===== config.mk =====
export PLATFORM = sky130hd
export DESIGN_NAME = gamepad_motion_detector
export DESIGN_NICKNAME = d
export VERILOG_FILES = /design/src/rtl/motion_pkg.sv /design/src/rtl/motion_refract_timer.sv /design/src/rtl/gamepad_motion_detector.sv
export SDC_FILE = /design/constraint.sdc
export NUM_CORES = 1
export LEC_CHECK = 0
export ABC_AREA = 1
export BUFFER_PORTS_ARGS = -buffer_cell sky130_fd_sc_hd__buf_4
export CELL_PAD_IN_SITES_DETAIL_PLACEMENT = 1
export CELL_PAD_IN_SITES_GLOBAL_PLACEMENT = 1
export CORE_MARGIN = 4
export CORE_UTILIZATION = 40
export CTS_CLUSTER_SIZE = 10
export DETAILED_ROUTE_END_ITERATION = 8
export MAX_ROUTING_LAYER = met4
export PLACE_DENSITY = 0.76
export SYNTH_ARGS = -nofsm -noshare
export SYNTH_HDL_FRONTEND = slang
export SYNTH_HIERARCHICAL = 1
export SYNTH_SLANG_ARGS = --single-unit

===== constraint.sdc =====
create_clock -name clk -period 5.03 [get_ports clk]
set_input_delay 0.7545 -clock clk [delete_from_list [all_inputs] [get_ports clk]]
set_output_delay 0.7545 -clock clk [all_outputs]
set_load 0.005 [all_outputs]

===== src/rtl/motion_pkg.sv =====
// Shared types and constants for the gamepad motion detector.
package motion_pkg;

   typedef enum logic [2:0] {
      CALIB,
      IDLE,
      DOWN_CNT,
      UP_CNT,
      REFRACT,
      REARM
   } state_e;

   typedef enum logic {
      DIR_DOWN,
      DIR_UP
   } dir_e;

   localparam int unsigned CALIB_SAMPLES = 16;
   localparam int unsigned CALIB_SHIFT   = 4;
   localparam int unsigned CALIB_CNT_W   = $clog2(CALIB_SAMPLES);

endpackage


===== src/rtl/motion_refract_timer.sv =====
// Refractory down-counter: load CYC, count down while running, stop at zero.
// o_done_c is high on the last running cycle so the owner leaves REFRACT
// after exactly CYC clocks.
module motion_refract_timer #(
   parameter int unsigned CYC = 5000000
) (
   input  logic clk,
   input  logic i_rst,
   input  logic i_clr,
   input  logic i_load,
   input  logic i_run,
   output logic o_done_c
);

   localparam int unsigned CNT_W = (CYC < 1) ? 1 : $clog2(CYC + 1);

   logic [CNT_W-1:0] r_cnt;

   // Counter register: clear has priority over load, load over run.
   always_ff @(posedge clk) begin
      if (i_rst || i_clr) begin
         r_cnt <= '0;
      end else if (i_load) begin
         r_cnt <= CNT_W'(CYC);
      end else if (i_run && (r_cnt != '0)) begin
         r_cnt <= r_cnt - CNT_W'(1);
      end
   end

   assign o_done_c = i_run && (r_cnt == CNT_W'(1));

endmodule


===== src/rtl/gamepad_motion_detector.sv =====
// Turns the accelerometer Y-axis sample stream into one-cycle down/up flick
// pulses with hold-count debounce, a refractory period and hysteresis re-arm.
// Optional macro MOTION_CALIB_EN: average the first 16 samples after reset
// into an offset that is subtracted from every later sample.
module gamepad_motion_detector
   import motion_pkg::*;
#(
   parameter int unsigned DATA_W       = 16,
   parameter int unsigned THRESH       = 4000,
   parameter int unsigned HYST         = 1000,
   parameter int unsigned HOLD_SAMPLES = 3,
   parameter int unsigned REFRACT_CYC  = 5000000
) (
   input  logic              clk,
   input  logic              rst_n,
   input  logic              i_enable,
   input  logic              i_sample_valid,
   input  logic [DATA_W-1:0] i_sample,
   output logic              o_down_detected,
   output logic              o_up_detected,
   output logic              o_busy,
   output logic              o_calib_done
);

   localparam int unsigned HW = (HOLD_SAMPLES < 1) ? 1 : $clog2(HOLD_SAMPLES + 1);

   localparam logic signed [DATA_W:0] L_THR_P = (DATA_W+1)'(THRESH);
   localparam logic signed [DATA_W:0] L_THR_N = -L_THR_P;
   localparam logic signed [DATA_W:0] L_HYS_P = (DATA_W+1)'(HYST);
   localparam logic signed [DATA_W:0] L_HYS_N = -L_HYS_P;

   state_e                   r_state;
   logic [HW-1:0]            r_hold;
   logic                     r_down;
   logic                     r_up;
   logic                     r_busy;

   logic [DATA_W-1:0]        w_offset;
   logic signed [DATA_W:0]   w_v;
   logic                     w_q_dn;
   logic                     w_q_up;
   logic                     w_in_band;
   logic                     w_last;
   logic                     w_fire;
   dir_e                     w_fire_dir;
   logic                     w_done;

`ifdef MOTION_CALIB_EN
   localparam int unsigned SUM_W = DATA_W + CALIB_SHIFT;

   logic signed [SUM_W-1:0]  r_sum;
   logic [CALIB_CNT_W-1:0]   r_ccnt;
   logic [DATA_W-1:0]        r_offset;
   logic                     r_calib_done;
   logic signed [SUM_W-1:0]  w_sum_nxt;

   assign w_sum_nxt    = r_sum + $signed({{CALIB_SHIFT{i_sample[DATA_W-1]}}, i_sample});
   assign w_offset     = r_offset;
   assign o_calib_done = r_calib_done;
`else
   assign w_offset     = '0;
   assign o_calib_done = 1'b1;
`endif

   // Offset-corrected sample, one bit wider so the difference never overflows.
   assign w_v = $signed({i_sample[DATA_W-1], i_sample}) - $signed({w_offset[DATA_W-1], w_offset});

   assign w_q_dn    = i_sample_valid && (w_v <= L_THR_N);
   assign w_q_up    = i_sample_valid && (w_v >= L_THR_P);
   assign w_in_band = i_sample_valid && (w_v > L_HYS_N) && (w_v < L_HYS_P);
   assign w_last    = (r_hold == HW'(HOLD_SAMPLES - 1));

   // Fire decision for this edge; enable low cancels any pending pulse.
   always_comb begin
      w_fire     = 1'b0;
      w_fire_dir = DIR_DOWN;
      case (r_state)
         IDLE: begin
            if (HOLD_SAMPLES == 1) begin
               w_fire     = w_q_dn || w_q_up;
               w_fire_dir = w_q_up ? DIR_UP : DIR_DOWN;
            end
         end
         DOWN_CNT: begin
            w_fire     = w_q_dn && w_last;
            w_fire_dir = DIR_DOWN;
         end
         UP_CNT: begin
            w_fire     = w_q_up && w_last;
            w_fire_dir = DIR_UP;
         end
         default: ;
      endcase
      w_fire = w_fire && i_enable;
   end

   motion_refract_timer #(
      .CYC (REFRACT_CYC)
   ) u_refract (
      .clk      (clk),
      .i_rst    (rst_n),
      .i_clr    (!i_enable),
      .i_load   (w_fire),
      .i_run    (r_state == REFRACT),
      .o_done_c (w_done)
   );

   // Gesture FSM with registered pulses and busy flag.
   always_ff @(posedge clk) begin
      if (rst_n) begin
`ifdef MOTION_CALIB_EN
         r_state      <= CALIB;
         r_sum        <= '0;
         r_ccnt       <= '0;
         r_offset     <= '0;
         r_calib_done <= 1'b0;
`else
         r_state      <= IDLE;
`endif
         r_hold       <= '0;
         r_down       <= 1'b0;
         r_up         <= 1'b0;
         r_busy       <= 1'b0;
      end else begin
         r_down <= w_fire && (w_fire_dir == DIR_DOWN);
         r_up   <= w_fire && (w_fire_dir == DIR_UP);
         if (!i_enable) begin
            r_hold <= '0;
`ifdef MOTION_CALIB_EN
            // Calibration is frozen, not restarted, while disabled.
            if (r_state != CALIB) begin
               r_state <= IDLE;
               r_busy  <= 1'b0;
            end
`else
            r_state <= IDLE;
            r_busy  <= 1'b0;
`endif
         end else if (w_fire) begin
            r_state <= REFRACT;
            r_hold  <= '0;
            r_busy  <= 1'b1;
         end else begin
            case (r_state)
`ifdef MOTION_CALIB_EN
               CALIB: begin
                  r_busy <= 1'b1;
                  if (i_sample_valid) begin
                     r_sum  <= w_sum_nxt;
                     r_ccnt <= r_ccnt + CALIB_CNT_W'(1);
                     if (r_ccnt == CALIB_CNT_W'(CALIB_SAMPLES - 1)) begin
                        r_offset     <= w_sum_nxt[SUM_W-1:CALIB_SHIFT];
                        r_calib_done <= 1'b1;
                        r_state      <= IDLE;
                        r_busy       <= 1'b0;
                     end
                  end
               end
`endif
               IDLE: begin
                  if (w_q_dn) begin
                     r_state <= DOWN_CNT;
                     r_hold  <= HW'(1);
                     r_busy  <= 1'b1;
                  end else if (w_q_up) begin
                     r_state <= UP_CNT;
                     r_hold  <= HW'(1);
                     r_busy  <= 1'b1;
                  end
               end
               DOWN_CNT: begin
                  if (w_q_dn) begin
                     r_hold <= r_hold + HW'(1);
                  end else if (i_sample_valid) begin
                     r_state <= IDLE;
                     r_hold  <= '0;
                     r_busy  <= 1'b0;
                  end
               end
               UP_CNT: begin
                  if (w_q_up) begin
                     r_hold <= r_hold + HW'(1);
                  end else if (i_sample_valid) begin
                     r_state <= IDLE;
                     r_hold  <= '0;
                     r_busy  <= 1'b0;
                  end
               end
               REFRACT: begin
                  if (w_done) begin
                     r_state <= REARM;
                  end
               end
               REARM: begin
                  // The re-arming sample is consumed, never treated as a gesture start.
                  if (w_in_band) begin
                     r_state <= IDLE;
                     r_busy  <= 1'b0;
                  end
               end
               default: begin
                  r_state <= IDLE;
                  r_hold  <= '0;
                  r_busy  <= 1'b0;
               end
            endcase
         end
      end
   end

   assign o_down_detected = r_down;
   assign o_up_detected   = r_up;
   assign o_busy          = r_busy;

endmodule


==> results.rst <==
.. list-table::
   :header-rows: 1

   * - Metric
     - Value
   * - Result of the run
     - finished, final reports clean
   * - Mean instance size in the synthesized netlist
     - 5.94 um^2
   * - Postcts setup bufs
     - 0
   * - Fmax achieved
     - 0.388 GHz
   * - Post-detailed-route count of antenna-violating nets
     - 0
   * - Number of failing setup endpoints in the final timing report
     - 0
   * - Pin slew with the least headroom to its limit
     - 1.01 ns
   * - Starting DRC count in detailed routing
     - 93
   * - Synthesis-stage register bit count
     - 31
   * - Arrival time worst endpoint
     - 2.75 ns
   * - Type of the worst min-delay path
     - reg2reg
   * - Post-synthesis cell count
     - 372
   * - Wire per inst
     - 12.8 um
   * - Startpoint of the lowest-slack hold path
     - u_refract/r_cnt[22]$_SDFFE_PP0P_
   * - Synthesized net count
     - 395
   * - Vias in the first global route
     - 2361
   * - Crit path time final
     - 2.58 ns
   * - Worst-case headroom to the max-slew limit
     - 0.327
   * - Initial core utilization
     - 0.422
   * - Post_cts resized
     - 0
   * - Tot GR Track Use
     - 0.202
   * - Total via count after detailed routing
     - 2263
   * - Iteration count of the initial detailed-routing pass
     - 4
   * - CTS Buffer Depth
     - 2
   * - Top library cells by usage in the layout, fill and taps aside
     - sky130_fd_sc_hd__nand2_1, sky130_fd_sc_hd__nor2_1, sky130_fd_sc_hd__inv_1, sky130_fd_sc_hd__dfxtp_1, sky130_fd_sc_hd__nand3_1
   * - Critical Path Source
     - r_state[2]$_SDFFE_PP0P_
   * - First-pass GRT wire length
     - 10.4 mm
   * - DRC
     - 0
   * - Net count, final
     - 419
   * - Launching element type of the critical path
     - flip-flop
   * - Port bufs
     - 22
   * - # Max-Cap Violations
     - 0
   * - Worst IR Drop VDD
     - 0.108 mV
   * - Worst Setup Slack post-DPL
     - 2.43 ns
   * - Maximum number of pins on one net before global-route repair
     - 18
   * - Clock tree from TritonCTS
     - yes
   * - Kind of capture point of the worst setup path
     - flip-flop
   * - WP data required
     - 5.20 ns
   * - Reg-to-Reg Start
     - r_state[2]$_SDFFE_PP0P_
   * - Area of the mapped netlist
     - 2210 um^2
   * - Number of buffers inserted during clock tree synthesis
     - 5
   * - Number of hold-slack violations in the final timing report
     - 0
   * - Worst clock skew on the final layout
     - 0.0104 ns
   * - Number of distinct library cells after synthesis
     - 33
   * - H-tree levels
     - 2
   * - Setup TNS Final
     - 0 ns
   * - Number of top-level pins
     - 24
   * - Number of diodes added for antenna fixing
     - 0
   * - Total area of sequential cells
     - 621 um^2
   * - Worst-path maximum fanout
     - 11
   * - Synthesis Warnings
     - 6
   * - Number of slew-limit violations in the final report
     - 0
   * - CTS clock-pin slew for the worst setup and hold paths
     - 0.06 ns
   * - Area of the core
     - 5240 um^2
   * - Clock sinks
     - 31
   * - Fraction of the yosys area taken by sequential cells
     - 0.281
   * - Routed wire length
     - 5.96 mm
   * - Fraction of final layout cells sized beyond drive strength 1
     - 0.141
   * - Die Span X
     - 82.3 um
   * - Cell chosen for the clock root
     - sky130_fd_sc_hd__clkbuf_8
   * - Number of enable-type register cells in the synthesized netlist
     - 0
   * - Area of the die
     - 6780 um^2
   * - Startpoint-to-endpoint class of the critical path
     - reg2reg
   * - Site Rows
     - 26
   * - Filler instances
     - 746
   * - Multi-input combinational cell area
     - 1320 um^2
   * - Most common flop cell mapped by yosys
     - sky130_fd_sc_hd__dfxtp_1
   * - Cell Pwr Density
     - 217 nW/um^2
   * - Overflow after GRT
     - 0
   * - LEAKAGE
     - 1.29 nW
   * - Synth-to-Final Area Change
     - 13.6%
   * - Final period utilization
     - 0.513
   * - Vias per Instance
     - 4.86
   * - Clock Latency Late Sink
     - 0.29 ns
   * - Initial antenna violation count
     - 0
   * - Async SR Flop Fraction
     - 0
   * - Leading cell type in the layout, fill and taps excluded
     - sky130_fd_sc_hd__nand2_1
   * - Estimated wirelength of the detail-placed design
     - 4.80 mm
   * - Post-cts hold buffer count
     - 0
   * - Setup repair after global routing missed its margin
     - false
   * - Placer's final routability congestion estimate
     - 0.846
   * - Final setup margin
     - 2.45 ns
   * - Chip Height
     - 82.3 um
[report_power, final]
group          leakage, nW  internal, W  switching, W
combinational        0.990    0.0000355     0.0000547
clock               0.0470     0.000107     0.0000938
sequential           0.250     0.000250    0.00000423
[Yosys cell counts, types with 2 or more instances]
library cell,number,area (um^2)
sky130_fd_sc_hd__o21ai_1,2,10.0
sky130_fd_sc_hd__ha_1,3,37.5
sky130_fd_sc_hd__nor2_1,64,240
sky130_fd_sc_hd__nor2_2,10,62.6
sky130_fd_sc_hd__o21ai_0,4,20.0
sky130_fd_sc_hd__nor4_1,2,12.5
sky130_fd_sc_hd__inv_1,59,221
sky130_fd_sc_hd__nor2_4,4,45.0
sky130_fd_sc_hd__xor2_1,3,26.3
sky130_fd_sc_hd__nand2_2,4,25.0
sky130_fd_sc_hd__dfxtp_1,31,621
sky130_fd_sc_hd__nand4_1,13,81.3
sky130_fd_sc_hd__buf_6,2,22.5
sky130_fd_sc_hd__nand2_1,102,383
sky130_fd_sc_hd__nor3_1,4,20.0
sky130_fd_sc_hd__a21oi_1,18,90.1
sky130_fd_sc_hd__inv_2,2,7.51
sky130_fd_sc_hd__nand3_1,30,150
[layout make-up]
cell class	count	share of cell area
multi-input cells	274	0.524
flip-flops and latches	31	0.247
inverters	62	0.0937
repair buffers	22	0.0658
well taps	70	0.0349
clock buffers	6	0.0329
clock inverters	1	0.00199
[registers in the layout, indices dropped and copies added (netlist names)]
signal	count
o_down_detected	1
r_state	3
o_up_detected	1
o_busy	1
u_refract/r_cnt	23
r_hold	2
[routing by layer]
| layer | vias up | part of all wire | track usage |
|---|---|---|---|
| met5 | - | 0 | - |
| met4 | 0 | 0.024 | 0.0731 |
| met3 | 10 | 0.022 | 0.0390 |
| met2 | 25 | 0.51 | 0.365 |
| met1 | 1029 | 0.45 | 0.219 |
| li1 | 1199 | - | - |
[through the flow]
| stage | utilization | cells | power, W | area [um^2] | hold slack [ns] |
|---|---|---|---|---|---|
| finish | 0.479 | 466 | 0.000546 | 2510 | 0.480 |
| global route | 0.479 | 466 | 0.000581 | 2510 | 0.514 |
| CTS | 0.479 | 466 | 0.000554 | 2510 | 0.483 |
| detailed placement | 0.463 | 459 | 0.000351 | 2420 | 0.474 |
| global placement | 0.463 | 459 | 0.000351 | 2420 | 0.468 |
| floorplan | - | 372 | 0.000321 | 2210 | 0.452 |
[logic make-up (layout without fill, tap and decap cells)]
logic type | count (synthesis) | in the layout | share of synthesized area
AND/OR/NAND/NOR | 240 | 240 | 0.499
buffers and inverters | 67 | 91 | 0.124
flip-flops | 31 | 31 | 0.281
adder cells (fa/ha/maj) | 3 | 3 | 0.0170
AO/OA/AOI/OAI | 26 | 26 | 0.0617
XOR/XNOR | 4 | 4 | 0.0159
other | 1 | 1 | 0.00170
[worst paths after layout]
| kind | to | slack [ns] | depth (start not counted) |
|---|---|---|---|
| worst max-delay path | r_state[2]$_SDFFE_PP0P_ | 2.45 | 9 |
| worst min-delay path | u_refract/r_cnt[22]$_SDFFE_PP0P_ | 0.48 | 2 |
| worst max register to register | r_state[2]$_SDFFE_PP0P_ | 2.45 | 9 |
| worst min register to register | u_refract/r_cnt[22]$_SDFFE_PP0P_ | 0.48 | 2 |
[worst max-delay path, stage by stage, from the launching register on]
cell	delay (ns)
sky130_fd_sc_hd__dfxtp_1	0.39
sky130_fd_sc_hd__nand2_1	0.13
sky130_fd_sc_hd__nor2_1	0.78
sky130_fd_sc_hd__nand4_1	0.18
sky130_fd_sc_hd__nor4_1	0.34
sky130_fd_sc_hd__nor2_1	0.14
sky130_fd_sc_hd__nor3_2	0.17
sky130_fd_sc_hd__nand4_1	0.15
sky130_fd_sc_hd__o21ai_1	0.16
sky130_fd_sc_hd__nor2_1	0.05
(Power assumes the default switching activity.)
